===== config.mk =====
export PLATFORM = sky130hd
export DESIGN_NAME = if_id_issue_ctrl
export DESIGN_NICKNAME = d
export VERILOG_FILES = /design/src/rtl/if_id_issue_ctrl.sv
export SDC_FILE = /design/constraint.sdc
export NUM_CORES = 1
export LEC_CHECK = 0
export CAP_MARGIN = 40
export CORE_UTILIZATION = 52
export DETAILED_ROUTE_END_ITERATION = 8
export PLACE_DENSITY = 0.81
export SETUP_SLACK_MARGIN = 0.5
export SYNTH_ARGS = -nofsm -noshare
export SYNTH_HDL_FRONTEND = slang
export SYNTH_SLANG_ARGS = --single-unit

===== constraint.sdc =====
create_clock -name clk -period 2.93 [get_ports clk]
set_clock_uncertainty 0.2 [all_clocks]
set_input_delay 0.4395 -clock clk [delete_from_list [all_inputs] [get_ports clk]]
set_output_delay 0.4395 -clock clk [all_outputs]
set_load 0.01 [all_outputs]

===== src/rtl/if_id_issue_ctrl.sv =====
// Dual-issue front-end controller: sequences the IF/ID register, steers the held pair onto even/odd pipes,
// splits incompatible or dependent pairs over two cycles, owns flush bubbles and saturating issue counters.
module if_id_issue_ctrl #(
    parameter int FLUSH_CYCLES = 2,
    parameter int CNT_W        = 16
) (
    input  logic             clk,
    input  logic             rst,
    input  logic             fetch_valid,
    input  logic             first_pipe,
    input  logic             second_pipe,
    input  logic             raw_dep,
    input  logic             ext_stall,
    input  logic             flush,
    output logic             if_id_en,
    output logic             if_id_clr,
    output logic             pc_hold,
    output logic             even_valid,
    output logic             even_sel,
    output logic             odd_valid,
    output logic             odd_sel,
    output logic [CNT_W-1:0] cnt_dual,
    output logic [CNT_W-1:0] cnt_single,
    output logic [CNT_W-1:0] cnt_stall
);

    typedef enum logic [1:0] {IDLE, PAIR, SECOND, FLUSH} state_t;

    localparam logic [3:0]       FCNT_INIT = 4'(FLUSH_CYCLES - 1);
    localparam logic [CNT_W-1:0] CNT_MAX   = '1;

    state_t     state;
    state_t     state_nxt;
    logic [3:0] fcnt;
    logic [3:0] fcnt_nxt;
    logic       dual_ok;
    logic       inc_dual;
    logic       inc_single;
    logic       inc_stall;

    assign dual_ok = (first_pipe != second_pipe) && !raw_dep;

    always_ff @(posedge clk) begin
        if (rst) begin
            state <= IDLE;
            fcnt  <= 4'd0;
        end else begin
            state <= state_nxt;
            fcnt  <= fcnt_nxt;
        end
    end

    always_comb begin
        state_nxt = state;
        fcnt_nxt  = fcnt;
        if (flush) begin
            state_nxt = FLUSH;
            fcnt_nxt  = FCNT_INIT;
        end else begin
            case (state)
                IDLE: state_nxt = fetch_valid ? PAIR : IDLE;
                PAIR: begin
                    if (!ext_stall) begin
                        if (dual_ok) state_nxt = fetch_valid ? PAIR : IDLE;
                        else         state_nxt = SECOND;
                    end
                end
                SECOND: begin
                    if (!ext_stall) state_nxt = fetch_valid ? PAIR : IDLE;
                end
                FLUSH: begin
                    if (fcnt != 4'd0) fcnt_nxt  = fcnt - 4'd1;
                    else              state_nxt = IDLE;
                end
                default: state_nxt = IDLE;
            endcase
        end
    end

    // Issue only happens on the normal-issue branch, so if_id_clr and a valid can never coincide.
    always_comb begin
        if_id_en   = 1'b0;
        if_id_clr  = 1'b0;
        pc_hold    = 1'b0;
        even_valid = 1'b0;
        even_sel   = 1'b0;
        odd_valid  = 1'b0;
        odd_sel    = 1'b0;
        inc_dual   = 1'b0;
        inc_single = 1'b0;
        inc_stall  = 1'b0;
        if (rst) begin
            if_id_clr = 1'b1;
            pc_hold   = 1'b1;
        end else if (flush) begin
            if_id_clr = 1'b1;
        end else begin
            case (state)
                IDLE: if_id_en = 1'b1;
                PAIR: begin
                    if (ext_stall) begin
                        pc_hold   = 1'b1;
                        inc_stall = 1'b1;
                    end else if (dual_ok) begin
                        if_id_en   = 1'b1;
                        even_valid = 1'b1;
                        odd_valid  = 1'b1;
                        even_sel   = first_pipe;
                        odd_sel    = ~first_pipe;
                        inc_dual   = 1'b1;
                    end else begin
                        pc_hold    = 1'b1;
                        inc_single = 1'b1;
                        if (first_pipe) odd_valid  = 1'b1;
                        else            even_valid = 1'b1;
                    end
                end
                SECOND: begin
                    if (ext_stall) begin
                        pc_hold   = 1'b1;
                        inc_stall = 1'b1;
                    end else begin
                        if_id_en   = 1'b1;
                        inc_single = 1'b1;
                        if (second_pipe) begin
                            odd_valid = 1'b1;
                            odd_sel   = 1'b1;
                        end else begin
                            even_valid = 1'b1;
                            even_sel   = 1'b1;
                        end
                    end
                end
                FLUSH: begin
                    if_id_clr = 1'b1;
                    pc_hold   = 1'b1;
                end
                default: if_id_clr = 1'b1;
            endcase
        end
    end

    always_ff @(posedge clk) begin
        if (rst) begin
            cnt_dual   <= '0;
            cnt_single <= '0;
            cnt_stall  <= '0;
        end else begin
            if (inc_dual   && cnt_dual   != CNT_MAX) cnt_dual   <= cnt_dual   + 1'b1;
            if (inc_single && cnt_single != CNT_MAX) cnt_single <= cnt_single + 1'b1;
            if (inc_stall  && cnt_stall  != CNT_MAX) cnt_stall  <= cnt_stall  + 1'b1;
        end
    end

endmodule


-- Word level (Yosys, flattened, before mapping)
Index checks and enable logic that the tools add are counted.
- flip-flop bits (word level): 54
- output and inout port bits: 55
- logic and storage cells: 96
- $add $sub $neg: 4
- equal/unequal tests: 10
- mux-type cells: 61
- bitwise operators: 1
- reduce and logical (&&, ||, !) cells: 14
- operators by type and width (operator ; count):
    $add A16 B1 Y16 const B ; 3
    $mux W1 ; 48
    $ne A16 B16 Y1 const B ; 3
    $mux W2 ; 5
    $pmux W1 S2 ; 5
    $ne A3 B3 Y1 const B ; 3
    $pmux W2 S4 ; 1
    $pmux W1 S3 ; 2
    $eq A2 B2 Y1 const B ; 2
    $logic_and A1 B1 Y1 ; 4
    $reduce_and A2 Y1 ; 2
    $reduce_bool A2 Y1 ; 2
    $reduce_bool A4 Y1 ; 1
    $reduce_or A2 Y1 ; 2
    $sub A4 B1 Y4 const B ; 1
    $reduce_and A3 Y1 ; 1
    $eq A2 B1 Y1 const B ; 1
    $logic_not A2 Y1 ; 1
    $logic_not A1 Y1 ; 1
    $ne A1 B1 Y1 ; 1
    $not A1 Y1 ; 1

-- Depth between registers and ports, before layout
Gate-level depths: netlist of the first run.
- depth after elaboration: 8
- mapped depth: 9
- depth with buffers taken out: 6

-- Least setup slack after synthesis of the first run
Ideal clock, no wire load.
- path type: reg-to-reg
- from: register state[0]
- to: register cnt_single[15]
- setup time: 0.121 ns
- data arrival time: 2.297 ns
- data required time: 2.609 ns
- slack: 0.312 ns
- cell stages (with the launch flop): 9
- buffers on the path: 2
- period minus slack after synthesis: 2.618 ns
- cell sequence: dfxtp_1 inv_1 ha_1 or3b_1 buf_2 a211o_1 buf_6 nor4b_1 mux2_2
- longest elaborated chain between the ends: 5
- elaborated cells on any way between the ends: 6
- RTL lines (what ; line ; source):
    start: declaration ; 32 ; state_t state;
    start signal: assignment ; 48 ; state <= state_nxt;
    $eq A2 B2 Y1 or $eq A2 B1 Y1 (tied branches) ; 98 ; case (state)
    $pmux W1 S2 (*) ; 98 ;
    $mux W1 (*) ; 95 ; end else if (flush) begin
    $mux W1 (*) ; 92 ; if (rst) begin
    $logic_and A1 B1 Y1 (*) ; 150 ; if (inc_single && cnt_single != CNT_MAX) cnt_single <= cnt_single + 1'b1;
    end signal: assignment ; 150 ;
    end: declaration ; 23 ; output logic [CNT_W-1:0] cnt_single,
Every way passes the cells marked *; elsewhere a longest branch is shown, timed or not.
A chain may end at the register's enable or synchronous reset.

-- Worst setup path after layout of the first run
- from: register state[0]
- to: output pc_hold
- longest elaborated chain between the ends: 4
- elaborated cells on any way between the ends: 6
- RTL lines (what ; line ; source):
    $eq A2 B2 Y1 or $eq A2 B1 Y1 (tied branches) ; 98 ;
    $pmux W1 S3 (*) ; 98 ;
    $mux W1 (*) ; 95 ;
    $mux W1 (*) ; 92 ;
    end: declaration ; 17 ; output logic pc_hold,
Marked as above.

==> flow_metrics.env, run 1 <==
export IMPL_status="completed"
export IMPL_numCtsBuffers=5
export IMPL_finalCritPeriodShare=0.843
export IMPL_yosys_area_top_type="dfxtp_1"
export IMPL_initial_utilization=0.552
export IMPL_n_antenna_cell=0
export IMPL_rows=27
export IMPL_fin_util=0.778
export IMPL_place_congestion=0.858
export IMPL_yosys_area_share_xor_xnor=0.0113
export IMPL_crit_fanout=6
export IMPL_drc_errors=0
export IMPL_start_kind="flop"
export IMPL_period_minus_slack_ns=2.47
export IMPL_wire_per_inst_um=16.1
export IMPL_worstPathRequired_ns=2.29
export IMPL_syn_inst=372
export IMPL_clk_latency_ns=0.31
export IMPL_grt_pass1_vias=2871
export IMPL_peakVddDrop_uv=193
export IMPL_hpwl_um=5340
export IMPL_cp_arrival_ns=1.83
export IMPL_finalSetupViolCount=0
export IMPL_antenna_found_initial=0
export IMPL_total_power_mw=1.40
export IMPL_layout_nets=471
export IMPL_cts_hold_buf=0
export IMPL_clk_pin_slew_ns=0.10
export IMPL_crit_slowest_cell="dfxtp_2"
export IMPL_final_area_um2=4360
export IMPL_cap_violations=0
export IMPL_power_frac_clock=0.357
export IMPL_ios=63
export IMPL_use_met2=0.460
export IMPL_p_seq_frac=0.533
export IMPL_vias=3272
export IMPL_ys_warn_count=0
export IMPL_reg2reg_from="state[1]$_SDFFE_PP0P_"
export IMPL_ant_nets=0
export IMPL_die_area_um2=6270
export IMPL_synth_area_top_cells="dfxtp_1, a21oi_1, or4_1, o31ai_1, mux2_2"
export IMPL_placed_area_um2=3910
export IMPL_p_per_area_nw_per_um2=320
export IMPL_slew_viol_final=0
export IMPL_critical_path_depth=6
export IMPL_cts_path_max_buffers=2
export IMPL_routed_wirelength_um=8480
export IMPL_die_y_um=79.2
export IMPL_fin_tns_setup_ns=0
export IMPL_synth_enable_flop_cells=0
export IMPL_ys_async_sr_fraction=0
export IMPL_crit_chain="buf_4, ha_2, a21bo_2, a311o_1, nand2_1, clkdlybuf4s15_2"
export IMPL_nFillCells=403
export IMPL_synth_adder_area_share=0.0364
export IMPL_synth_compound_area_frac=0.185
export IMPL_fmax_mhz=405
export IMPL_cts_htree_levels=2
export IMPL_grt_busiest_layer="met2"
export IMPL_clock_sinks=54
export IMPL_grt_setup_unrepaired="true"
export IMPL_pwr_share_comb=0.110
export IMPL_drtIter0Drc=222
export IMPL_cpPeakStageDelay_ns=0.35
export IMPL_muxShareOfSynthArea=0.0541
export IMPL_syn_nets=389
export IMPL_regArea_um2=1080
export IMPL_portBuffers=62
export IMPL_dr_pass1_iters=5
export IMPL_synth_top_family_by_area="simple AND/OR/NAND/NOR gates"
export IMPL_grt_pass1_wl_um=13600
export IMPL_gr_usage_met3=0.0586
export IMPL_overflow=0
export IMPL_p_sw_uw=329
export IMPL_fp_dieW_um=79.2
export IMPL_crit_end="pc_hold"
export IMPL_yosysTopAreaCellShare=0.349
export IMPL_timing_rr_end="cnt_stall[10]$_SDFFE_PP0P_"
export IMPL_crit_buf_inv=2
export IMPL_switching_share=0.235
export IMPL_reg2reg_setup_slack_ns=0.48
export IMPL_synthesis_area_um2=3100
export IMPL_reg2regPathDepth=8
export IMPL_area_growth_pct=40.9
export IMPL_yosysSeqAreaShare=0.349
export IMPL_crit_type="flop to output pin"
export IMPL_syn_area_per_cell_um2=8.32
export IMPL_multi_input_area_um2=2160
export IMPL_fp_coreArea_um2=5610
export IMPL_grt_use_met1=0.345
export IMPL_leakagePower_nw=1.43
export IMPL_hold_viol=0
export IMPL_drive_gt1_frac=0.237
export IMPL_cts_root_buf="clkbuf_8"
export IMPL_endpoint_kind="output pin"
export IMPL_internal_power_mw=1.07
export IMPL_yosys_area_share_simple=0.321
export IMPL_via_per_inst=6.21
export IMPL_worstMarginPinSlew_ns=0.676
export IMPL_cp_top_family="compound AO/OA/AOI/OAI gates"
export IMPL_cp_startpoint="state[0]$_SDFFE_PP0P_"
export IMPL_synth_distinct_cells=51
export IMPL_synthFlopType="dfxtp_1"
export IMPL_grt_usage=0.268
export IMPL_synth_seq_cells=54
export IMPL_cts_tree="done"
export IMPL_grt_max_degree=37
export IMPL_hold_path_class="flop to flop"
export IMPL_maxSlewHeadroom=0.545
-- sequential cells by signal, summed over array words and instances, names as in the netlist --
| name | cells |
|---|---|
| cnt_dual | 16 |
| state | 2 |
| cnt_stall | 16 |
| cnt_single | 16 |
| fcnt | 4 |
-- synthesized netlist by cell type, drive strengths merged (2+ instances only) --
master / n
dfxtp: 54
a21oi: 31
nor2: 28
nand3: 22
nand2: 21
or4: 18
o31ai: 17
inv: 15
nor4: 15
mux2: 14
nor2b: 14
nand4: 12
clkbuf: 11
nor3: 11
ha: 9
o21ai: 9
a211oi: 5
buf: 5
o311ai: 5
or3: 5
a31oi: 4
and4: 4
o41ai: 4
or2: 4
and3: 3
nand3b: 3
nor4b: 3
xor2: 3
and2: 2
o2111ai: 2
o21bai: 2
or3b: 2
-- layout by cell type (no fill, tap or decap), drive strengths merged, types with 17 or more instances in the layout --
cell           Yosys  layout
buf                5      35
nand3             22      22
nand2             21      21
or4               18      18
o31ai             17      17
nor2              28      28
dfxtp             54      54
clkdlybuf4s50      0      49
a21oi             31      31
-- metrics by stage --
| stage | hold WS, ns | instances | setup slack, ns |
|---|---|---|---|
| after global routing | 0.335 | 527 | 0.386 |
| after detailed placement | 0.295 | 508 | -0.00891 |
| after global placement | 0.285 | 508 | 0.0235 |
| after floorplan | 0.271 | 372 | 0.467 |
| after CTS | 0.312 | 525 | 0.432 |
| final | 0.312 | 527 | 0.461 |
-- cell families (layout without fill, tap and decap cells) --
| kind of cell | Yosys count | count (layout) |
|---|---|---|
| AO/OA/AOI/OAI | 87 | 87 |
| XOR/XNOR | 4 | 4 |
| adder cells (fa/ha/maj) | 9 | 9 |
| buffers and inverters | 31 | 114 |
| flip-flops | 54 | 54 |
| multiplexers | 15 | 15 |
| AND/OR/NAND/NOR | 172 | 172 |
-- per-layer routing --
layer | vias up | wire, um
met2 | 96 | 4160
met3 | 4 | 470
met4 | 0 | 29
met5 | - | 0
met1 | 1580 | 3810
li1 | 1592 | -
-- power groups by stage --
stage | registers (mW) | logic (mW) | clock network [mW]
5_1_grt | 0.745 | 0.168 | 0.539
3_3_place_gp | 0.762 | 0.125 | 0
3_5_place_dp | 0.762 | 0.127 | 0
2_1_floorplan | 0.761 | 0.0786 | 0
4_1_cts | 0.744 | 0.146 | 0.512
6_report | 0.744 | 0.154 | 0.498
-- worst min path at each step --
stage	slack, ns	end	start	cells past startpoint
finish	0.31	cnt_stall[12]$_SDFFE_PP0P_	cnt_stall[12]$_SDFFE_PP0P_	2
detailed placement	0.29	cnt_stall[12]$_SDFFE_PP0P_	cnt_stall[12]$_SDFFE_PP0P_	2
global route	0.34	cnt_single[9]$_SDFFE_PP0P_	cnt_single[9]$_SDFFE_PP0P_	2
floorplan	0.27	fcnt[3]$_SDFFE_PP0P_	fcnt[3]$_SDFFE_PP0P_	2
CTS	0.31	cnt_stall[12]$_SDFFE_PP0P_	cnt_stall[12]$_SDFFE_PP0P_	2
global placement	0.28	cnt_dual[4]$_SDFFE_PP0P_	cnt_dual[4]$_SDFFE_PP0P_	2
-- layout make-up --
type / instances / share of cell area
Timing Repair Buffer: 91 / 0.199
Clock inverter: 1 / 0.00688
Sequential cell: 54 / 0.248
Multi-Input combinational cell: 287 / 0.495
Inverter: 15 / 0.0129
Clock buffer: 7 / 0.0175
Tap cell: 72 / 0.0206
-- worst register-to-register path: cells and delay by family, from the launching register on --
family,cells,cell delay (ns)
AND/OR/NAND/NOR,3,1.09
flip-flops,1,0.36
buffers and inverters,3,0.33
adder cells (fa/ha/maj),1,0.26
AO/OA/AOI/OAI,1,0.14
-- what timing repair did --
| action | 4_1_cts | 5_1_grt |
|---|---|---|
| buffers inserted | 7 | 1 |
| pin swaps | 11 | 11 |
| cloned | 2 | 0 |
| gates resized for setup | 52 | 29 |
| setup endpoints to repair | 24 | 22 |
(Power assumes the default switching activity.)
==> inputs of run 2 (changes only) <==
Clock period 2.93 ns to 2.3 ns, I/O delays scaled along.
==> run 2 against run 1 <==
Synthesized area did not move. Synthesized cell count unchanged. The flow now stops in 5_1_grt.
==> flow_metrics.env, run 2 <==
export IMPL_die_y_um=79.2
export IMPL_initial_utilization=0.552
export IMPL_yosys_cell_count_top_type="dfxtp_1"
export IMPL_worst_endpoint="cnt_single[4]$_SDFFE_PP0P_/D"
export IMPL_cts_root_buf="clkbuf_8"
export IMPL_synth_enable_flop_cells=0
export IMPL_yosys_top_cells_count="dfxtp_1, a21oi_1, nor2_1"
export IMPL_ys_warn_count=0
export IMPL_grt_max_degree=36
export IMPL_yosysTopAreaCellShare=0.349
export IMPL_clock_sinks=54
export IMPL_worst_endpoint_kind="sequential cell input"
export IMPL_hpwl_um=6430
export IMPL_status="aborted with a tool error"
export IMPL_cts_htree_levels=2
export IMPL_lastStage="5_1_grt"
export IMPL_place_congestion=0.809
export IMPL_stop_error="[ERROR DPL-0038] Utilization greater than 100%, impossible to legalize"
export IMPL_synth_area_top_cells="dfxtp_1, a21oi_1, or4_1, o31ai_1, mux2_2"
export IMPL_syn_nets=389
export IMPL_ys_async_sr_fraction=0
export IMPL_synthesis_area_um2=3100
export IMPL_ios=63
export IMPL_rows=27
export IMPL_fp_dieW_um=79.2
export IMPL_cts_path_max_buffers=2
export IMPL_yosysSeqAreaShare=0.349
export IMPL_numCtsBuffers=5
export IMPL_portBuffers=62
export IMPL_synth_seq_cells=54
export IMPL_cts_hold_buf=0
export IMPL_yosys_area_top_type="dfxtp_1"
export IMPL_syn_area_per_cell_um2=8.32
export IMPL_synth_distinct_cells=51
export IMPL_syn_inst=372
export IMPL_synthFlopType="dfxtp_1"
run 2: cells by family after synthesis:
group / Yosys count / synth area share
adder cells (fa/ha/maj): 9 / 0.0364
multiplexers: 15 / 0.0541
AO/OA/AOI/OAI: 87 / 0.185
flip-flops: 54 / 0.349
buffers and inverters: 31 / 0.0436
XOR/XNOR: 4 / 0.0113
AND/OR/NAND/NOR: 172 / 0.321
run 2: stage by stage:
stage	area, um^2	cells	utilization	setup TNS [ns]	setup slack [ns]
after global placement	4270	540	0.761	-11.70	-0.415
after floorplan	3270	372	-	-0.933	-0.162
after CTS	4960	571	0.884	-1.11	-0.0971
after detailed placement	4270	540	0.761	-13.46	-0.468
run 2: timing repair:
item,CTS
endpoints found under the setup margin,102
hold endpoints to repair,0
gates resized for setup,177
pin swaps,39
setup buffers,21
cloned,2
==> inputs of run 3 (changes only) <==
Settings changed: CORE_UTILIZATION 52 to 39, PLACE_DENSITY 0.81 to unset, PLACE_DENSITY_LB_ADDON set to 0.15, SETUP_SLACK_MARGIN 0.5 to unset.
==> run 3 against run 2 <==
The flow now finishes, with violations (negative setup slack).
==> flow_metrics.env, run 3 (synthesized netlist as in run 1, its figures left out) <==
export IMPL_via_per_inst=5.62
export IMPL_drc_errors=0
export IMPL_status="finished with violations"
export IMPL_crit_slowest_cell="or3b_4"
export IMPL_area_growth_pct=47.7
export IMPL_grt_max_degree=46
export IMPL_maxSlewHeadroom=0.597
export IMPL_worstPathRequired_ns=2.30
export IMPL_p_seq_frac=0.518
export IMPL_drive_gt1_frac=0.272
export IMPL_reg2reg_setup_slack_ns=-0.15
export IMPL_rows=32
export IMPL_min_from="rst"
export IMPL_crit_fanout=5
export IMPL_ios=63
export IMPL_hpwl_um=6010
export IMPL_timing_rr_end="cnt_single[8]$_SDFFE_PP0P_"
export IMPL_crit_buf_inv=2
export IMPL_switching_share=0.245
export IMPL_failed_checks="negative setup slack"
export IMPL_period_minus_slack_ns=2.45
export IMPL_ant_nets=0
export IMPL_hold_viol=0
export IMPL_cts_root_buf="clkbuf_8"
export IMPL_pwr_share_comb=0.123
export IMPL_slew_viol_final=0
export IMPL_fp_dieW_um=91.1
export IMPL_cts_path_max_buffers=2
export IMPL_cts_tree="done"
export IMPL_layout_nets=502
export IMPL_grt_usage=0.202
export IMPL_fp_coreArea_um2=7690
export IMPL_grt_pass1_vias=3001
export IMPL_cp_startpoint="state[0]$_SDFFE_PP0P_"
export IMPL_grt_busiest_layer="met2"
export IMPL_reg2reg_from="state[0]$_SDFFE_PP0P_"
export IMPL_grt_setup_unrepaired="true"
export IMPL_place_inst=571
export IMPL_n_antenna_cell=0
export IMPL_cp_top_family="simple AND/OR/NAND/NOR gates"
export IMPL_fin_tns_setup_ns=-1.26
export IMPL_antenna_found_initial=0
export IMPL_power_frac_clock=0.358
export IMPL_start_kind="flop"
export IMPL_layout_common_cells="buf_4, dfxtp_1, clkdlybuf4s50_1"
export IMPL_hold_path_class="primary input to flop"
export IMPL_cap_violations=0
export IMPL_clk_latency_ns=0.31
export IMPL_reg2regPathDepth=7
export IMPL_gr_usage_met3=0.0318
export IMPL_nFillCells=733
export IMPL_portBuffers=62
export IMPL_fin_util=0.595
export IMPL_leakagePower_nw=1.55
export IMPL_routed_wirelength_um=8640
export IMPL_overflow=0
export IMPL_crit_chain="inv_2, ha_4, or3b_4, a211o_4, clkbuf_16, nor4_2, mux2_1"
export IMPL_numCtsBuffers=5
export IMPL_crit_end="cnt_single[8]$_SDFFE_PP0P_"
export IMPL_cts_htree_levels=2
export IMPL_fmax_mhz=409
export IMPL_grt_pass1_wl_um=14000
export IMPL_die_y_um=91.1
export IMPL_initial_utilization=0.403
export IMPL_die_area_um2=8300
export IMPL_dr_pass1_iters=5
export IMPL_cp_arrival_ns=2.45
export IMPL_finalCritPeriodShare=1.06
export IMPL_finalSetupViolCount=15
export IMPL_worstMarginPinSlew_ns=0.599
export IMPL_place_congestion=0.767
export IMPL_p_per_area_nw_per_um2=400
export IMPL_clock_sinks=54
export IMPL_top_regs="cnt_dual (16), cnt_single (16), cnt_stall (16)"
export IMPL_final_common_cell="buf_4"
export IMPL_grt_use_met1=0.265
export IMPL_setup_slack_ns=-0.146
export IMPL_clk_pin_slew_ns=0.11
export IMPL_vias=3306
export IMPL_critical_path_depth=7
export IMPL_cpPeakStageDelay_ns=0.38
export IMPL_use_met2=0.348
export IMPL_wire_per_inst_um=14.7
export IMPL_peakVddDrop_uv=306
export IMPL_crit_type="flop to flop"
export IMPL_post_layout_nonfiller_instances=588
export IMPL_endpoint_kind="flop"
export IMPL_p_sw_uw=449
export IMPL_internal_power_mw=1.38
export IMPL_drtIter0Drc=109
-- run 3: worst reg2reg max path, cell delays in order (launching register included) --
cell and delay [ns]:
dfxtp_2 0.36, inv_2 0.05, ha_4 0.26, or3b_4 0.38, a211o_4 0.32, clkbuf_16 0.18
nor4_2 0.27, mux2_1 0.34
-- run 3: layout make-up --
| cell class | count | area, um^2 | area share |
|---|---|---|---|
| clock buffer | 6 | 72.6 | 0.0159 |
| tap | 102 | 128 | 0.0279 |
| sequential | 54 | 1080 | 0.237 |
| multi-input combinational | 287 | 2110 | 0.461 |
| timing repair buffer | 122 | 1080 | 0.237 |
| clock inverter | 2 | 37.5 | 0.00821 |
| inverter | 15 | 58.8 | 0.0129 |
-- run 3: repair_timing --
item / CTS / global route
pin swaps: 2 / 14
gates resized for setup: 39 / 31
cloned: 0 / 2
setup buffers: 0 / 8
hold buffers: 0 / 0
endpoints found under the setup margin: 32 / 38
-- run 3: metal layers --
layer / part of all wire / vias to the layer above
met5: 0 / -
met4: 0.011 / 0
met3: 0.041 / 11
met2: 0.47 / 80
met1: 0.47 / 1556
li1: - / 1659
-- run 3: worst min path at each step --
stage	slack, ns	endpoint	depth (start not counted)
after floorplan	0.27	fcnt[3]$_SDFFE_PP0P_	2
after detailed placement	0.29	cnt_single[9]$_SDFFE_PP0P_	2
after CTS	0.25	state[1]$_SDFFE_PP0P_	3
final	0.25	cnt_single[3]$_SDFFE_PP0P_	3
after global placement	0.28	cnt_single[9]$_SDFFE_PP0P_	2
after global routing	0.28	cnt_single[3]$_SDFFE_PP0P_	3
-- run 3: power groups by stage --
stage          combinational (mW)  sequential, mW  clock, mW
2_1_floorplan               0.101           0.970          0
3_3_place_gp                0.188           0.968          0
3_5_place_dp                0.193           0.969          0
4_1_cts                     0.198           0.948      0.671
5_1_grt                     0.244           0.949      0.707
6_report                    0.226           0.948      0.655
-- run 3: through the flow --
stage / hold WS [ns] / total power [mW] / setup slack, ns / cell area (um^2)
2_1_floorplan: 0.271 / 1.07 / -0.162 / 3160
5_1_grt: 0.285 / 1.90 / -0.175 / 4570
4_1_cts: 0.252 / 1.82 / -0.114 / 4350
3_3_place_gp: 0.282 / 1.16 / -0.410 / 4210
6_report: 0.254 / 1.83 / -0.146 / 4570
3_5_place_dp: 0.290 / 1.16 / -0.461 / 4210
==> patch 1, RTL diff (flow settings as in run 3) <==
Set the parameter `CNT_W` to 12 (it was 16).
--- a/src/rtl/if_id_issue_ctrl.sv
+++ b/src/rtl/if_id_issue_ctrl.sv
@@ -3,5 +3,5 @@
 module if_id_issue_ctrl #(
     parameter int FLUSH_CYCLES = 2,
-    parameter int CNT_W        = 16
+    parameter int CNT_W        = 12
 ) (
     input  logic             clk,
Ports: changed (resized cnt_dual, cnt_single and cnt_stall); port bits go from 63 to 51. No check against the original RTL was run, so the function may have changed too.
==> patch 1 against run 3 <==
The flow still finishes with violations (negative setup slack); hold slack improved by 0.060 ns; setup slack improved by 0.059 ns; area after synthesis is 23% lower; cell area decreased by 19%; die area shrank 23%; wire length decreased by 22%; clock power shrank 8.7%; sequential share of layout area fell by 0.85 points; power decreased by 16%; via count decreased by 23%; sequential cell count fell by 12; largest cell class unchanged.
==> patch 1: results (changes against run 3) <==
finish:
  nFillCells: 514  # -30%
  drive_gt1_frac: 0.253  # -0.0189
  largest_registers: "cnt_dual x12, cnt_single x12, cnt_stall x12"
power:
  power.density_nw_per_um2: 417  # +4.3%
  vdd_drop_max_mv: 0.268  # -12%
  leakagePower_uw: 0.00126  # -19%
hold_path:
  min_path_type: "register to register"
routing:
  drtPass1Iterations: 4  # -1
  initialDrtViolationCount: 108  # -0.92%
  post_drt_wl_per_cell_um: 14.9  # +1.7%
placement:
  placed_cell_area_um2: 3230  # -23%
  io_buffers: 50  # -19%
  dp.cells: 430  # -25%
  place_hpwl_um: 4210  # -30%
grt:
  grt_max_degree: 40  # -13%
  grt_use_total: 0.217  # +0.0154
  grt_pass1_vias: 2364  # -21%
  grt_pass1_wl_um: 10900  # -22%
synthesis:
  synthAdderAreaFrac: 0.0473  # +0.0110
  ys_top_cells_by_count: "dfxtp_1, a21oi_1, nor2_1"
  syn_inst: 282  # -24%
  synth_xor_area_frac: 0.0184  # +0.00709
  yosys-top-cells-area: "dfxtp_1, a21oi_1, ha_1, or4_1, nor2_1"
  synth.distinct_cells: 49  # -3.9%
  synth-compound-area-share: 0.208  # +0.0236
  synth_nets: 299  # -23%
  muxShareOfSynthArea: 0.0463  # -0.00787
status:
  status: "finished with violations"
  violations: "negative setup slack"
cts:
  path_clk_slew_ns: 0.08  # -0.03 ns
timing:
  finalSetupTns_ns: -0.567  # +0.689 ns
  setup-violations-final: 14  # -1
  fin_ws_ns: -0.0873  # +0.0592 ns
  worstMarginPinSlew_ns: 0.507  # -0.0921 ns
worst_setup_path:
  crit_fanout: 8  # +3
  cp.arrival_ns: 2.42  # -0.03 ns
==> patch 1: final timing paths <==
kind | cells after the start | end | slack, ns | start
max | 7 | cnt_single[4] | -0.09 | state[1]
min | 2 | cnt_stall[11] | 0.31 | cnt_stall[11]
max reg2reg | 7 | cnt_single[4] | -0.09 | state[1]
min reg2reg | 2 | cnt_stall[11] | 0.31 | cnt_stall[11]
==> patch 1: worst max-delay path, stage by stage, from the launching register on <==
cell      delay (ns)
dfxtp_2         0.34
inv_2           0.05
ha_4            0.25
or3b_4          0.37
a2111o_1        0.36
buf_4           0.20
or4_1           0.39
a21oi_1         0.15
==> patch 1: power by group <==
part | internal (uW) | switching [uW] | total, uW | leakage (uW)
logic | 105 | 97.8 | 203 | 0.000870
clock network | 325 | 273 | 598 | 0.0000524
registers | 733 | 5.06 | 739 | 0.000340
==> patch 1: final cells by class <==
class / instances / area share
multi-input cells: 218 / 0.467
repair buffers: 95 / 0.237
flip-flops and latches: 42 / 0.228
well taps: 75 / 0.0254
clock buffers: 7 / 0.0207
inverters: 13 / 0.0132
clock inverters: 1 / 0.00813
==> patch 1: per-layer routing <==
layer | up-vias | routed length, um | GRT usage | share of wire
met5 | - | 0 | 0 | 0
met4 | 0 | 97 | 0.0911 | 0.014
met3 | 9 | 313 | 0.0511 | 0.046
met2 | 57 | 3210 | 0.359 | 0.48
met1 | 1189 | 3120 | 0.269 | 0.46
li1 | 1277 | - | - | -
==> patch 1: timing repair <==
item / in CTS / in global routing
hold buffers: 0 / 0
pin swaps: 22 / 9
gates cloned: 3 / 0
gates resized for setup: 56 / 22
setup endpoints to repair: 27 / 33
setup buffers: 7 / 4
==> patch 2, RTL diff (flow settings as in run 3) <==
Without the edit above. Reset style: asynchronous (`rst`), changed in 2 clocked blocks.
--- a/src/rtl/if_id_issue_ctrl.sv
+++ b/src/rtl/if_id_issue_ctrl.sv
@@ -41,5 +41,5 @@
     assign dual_ok = (first_pipe != second_pipe) && !raw_dep;
 
-    always_ff @(posedge clk) begin
+    always_ff @(posedge clk or posedge rst) begin
         if (rst) begin
             state <= IDLE;
@@ -141,5 +141,5 @@
     end
 
-    always_ff @(posedge clk) begin
+    always_ff @(posedge clk or posedge rst) begin
         if (rst) begin
             cnt_dual   <= '0;
Function: differs if rst is asserted again (counterexample within 4 cycles, from zero or initial values and one cycle with rst high); with rst held inactive, the same outputs for 10 cycles.
==> patch 2 against run 3 <==
The flow still finishes with violations (negative setup slack); area after synthesis is 2.5% lower; critical path depth stayed put; synthesized cell count is 22% lower; highest routed layer unchanged; count of clock-buffer cells in the layout stayed put; setup slack better by 0.076 ns; sequential cell count stayed put; wire length is 13% lower; final cell count is 15% lower; critical path type unchanged; cell area is 3.4% lower; global-route usage is 1.7 points lower.
Power is not compared: it rests on default switching activity, and its combinational part moved more than twofold at a synthesized area within 25%.
==> patch 2: results (changes against run 3) <==
status:
  status: "finished with violations"
  violations: "negative setup slack"
timing:
  setup-violations-final: 10  # -5
  fin_ws_ns: -0.0709  # +0.0755 ns
  worstMarginPinSlew_ns: 0.960  # +0.361 ns
grt:
  grt_pass1_vias: 2623  # -13%
  grt_use_total: 0.185  # -0.0169
  grt_pass1_wl_um: 12300  # -12%
  grt_max_degree: 55  # +20%
hold_path:
  min_path_cells: 1  # -2
  min_path_type: "register to register"
power:
  vdd_drop_max_mv: 0.330
worst_setup_path:
  slowest_delay_ns: 0.43  # +0.05 ns
  cp.arrival_ns: 2.37  # -0.08 ns
synthesis:
  yosys-top-cells-area: "dfrtp_1, xnor2_1, xor2_1, ha_1, nand4_1"
  syn_inst: 292  # -22%
  synth.distinct_cells: 50  # -2.0%
  ys_seq_area_frac: 0.447  # +0.0983
  synth_nets: 310  # -20%
  ys_top_cells_by_count: "dfrtp_1, xnor2_1, nand2_1"
placement:
  dp.cells: 484  # -15%
  place_hpwl_um: 5040  # -16%
  place_congestion: 0.773  # +0.86%
  dp_slack_ns: -0.378  # +0.0836 ns
routing:
  drtPass1Iterations: 4  # -1
finish:
  final_cell_count_no_fill: 497  # -15%
  nFillCells: 646  # -12%
==> patch 2: cell count changes in the layout (fill, tap and decap cells not counted), moves of 8 or more <==
cell      change
dfrtp_1      +54
dfxtp_1      -52
xnor2_1      +25
a21oi_1      -22
buf_4        -20
nor2_1       -16
o31ai_1      -16
xor2_1       +15
or4_1        -13
nor2b_1      -12
mux2_2        -9
nand3_1       -8
o211ai_1      +8
==> patch 2: repair_timing <==
item | in CTS | in global routing
pin swaps | 11 | 21
hold endpoints to repair | 0 | 0
resized for setup | 53 | 31
buffers inserted | 2 | 2
cloned | 1 | 0
hold buffers | 0 | 0
setup endpoints to repair | 20 | 35
==> patch 2: final timing paths <==
check                              startpoint       endpoint  slack [ns]
worst max-delay path                 state[0]  cnt_single[6]       -0.07
worst min-delay path            cnt_stall[10]  cnt_stall[10]        0.30
worst max register to register       state[0]  cnt_single[6]       -0.07
worst min register to register  cnt_stall[10]  cnt_stall[10]        0.30
max in group asynchronous                 rst   cnt_dual[14]        0.91
min in group asynchronous                 rst       state[0]        0.54
==> patch 2: final cells by class <==
type                    count  area share
repair buffers            103       0.207
inverters                  12      0.0110
clock inverters             2     0.00283
clock buffers               6      0.0187
multi-input cells         221       0.427
well taps                  99      0.0280
flip-flops and latches     54       0.306
==> patch 2: cell families after synthesis <==
family	after synthesis	share of synthesized area
muxes	7	0.0261
DFF	54	0.447
adders and majority gates	10	0.0414
and+or+nand+nor	116	0.230
xor gates and xnor gates	44	0.128
AOI/OAI and AO/OA	43	0.101
buffers and inverters	18	0.0257
==> patch 2: routing by layer <==
layer	vias to the layer above	GRT usage	routed length (um)
li1	1274	-	-
met1	1346	0.231	3380
met2	47	0.330	3840
met3	10	0.0296	223
met4	0	0.0484	101
met5	-	0	0
==> patch 2: per-stage QoR <==
step	setup TNS [ns]	hold slack, ns	area, um2
6_report	-0.318	0.303	4420
4_1_cts	-0.548	0.310	4240
5_1_grt	-2.25	0.327	4420
3_3_place_gp	-6.78	0.281	4010
3_5_place_dp	-7.28	0.288	4010
2_1_floorplan	-0.00909	0.217	3020
==> patch 2: power breakdown <==
part | switching [uW] | leakage (uW) | internal, uW
combinational | 491 | 0.00116 | 546
clock | 325 | 0.0000472 | 243
sequential | 96.3 | 0.000729 | 1050
total | 913 | 0.00194 | 1840
==> patch 2: worst register-to-register path, delay by kind of cell, from the launching register on <==
family,cells,cell delay (ns)
flops,1,0.38
simple gates,2,0.66
mux,1,0.30
buf+inv,2,0.20
fa+ha+maj,1,0.28
compound gates,1,0.25
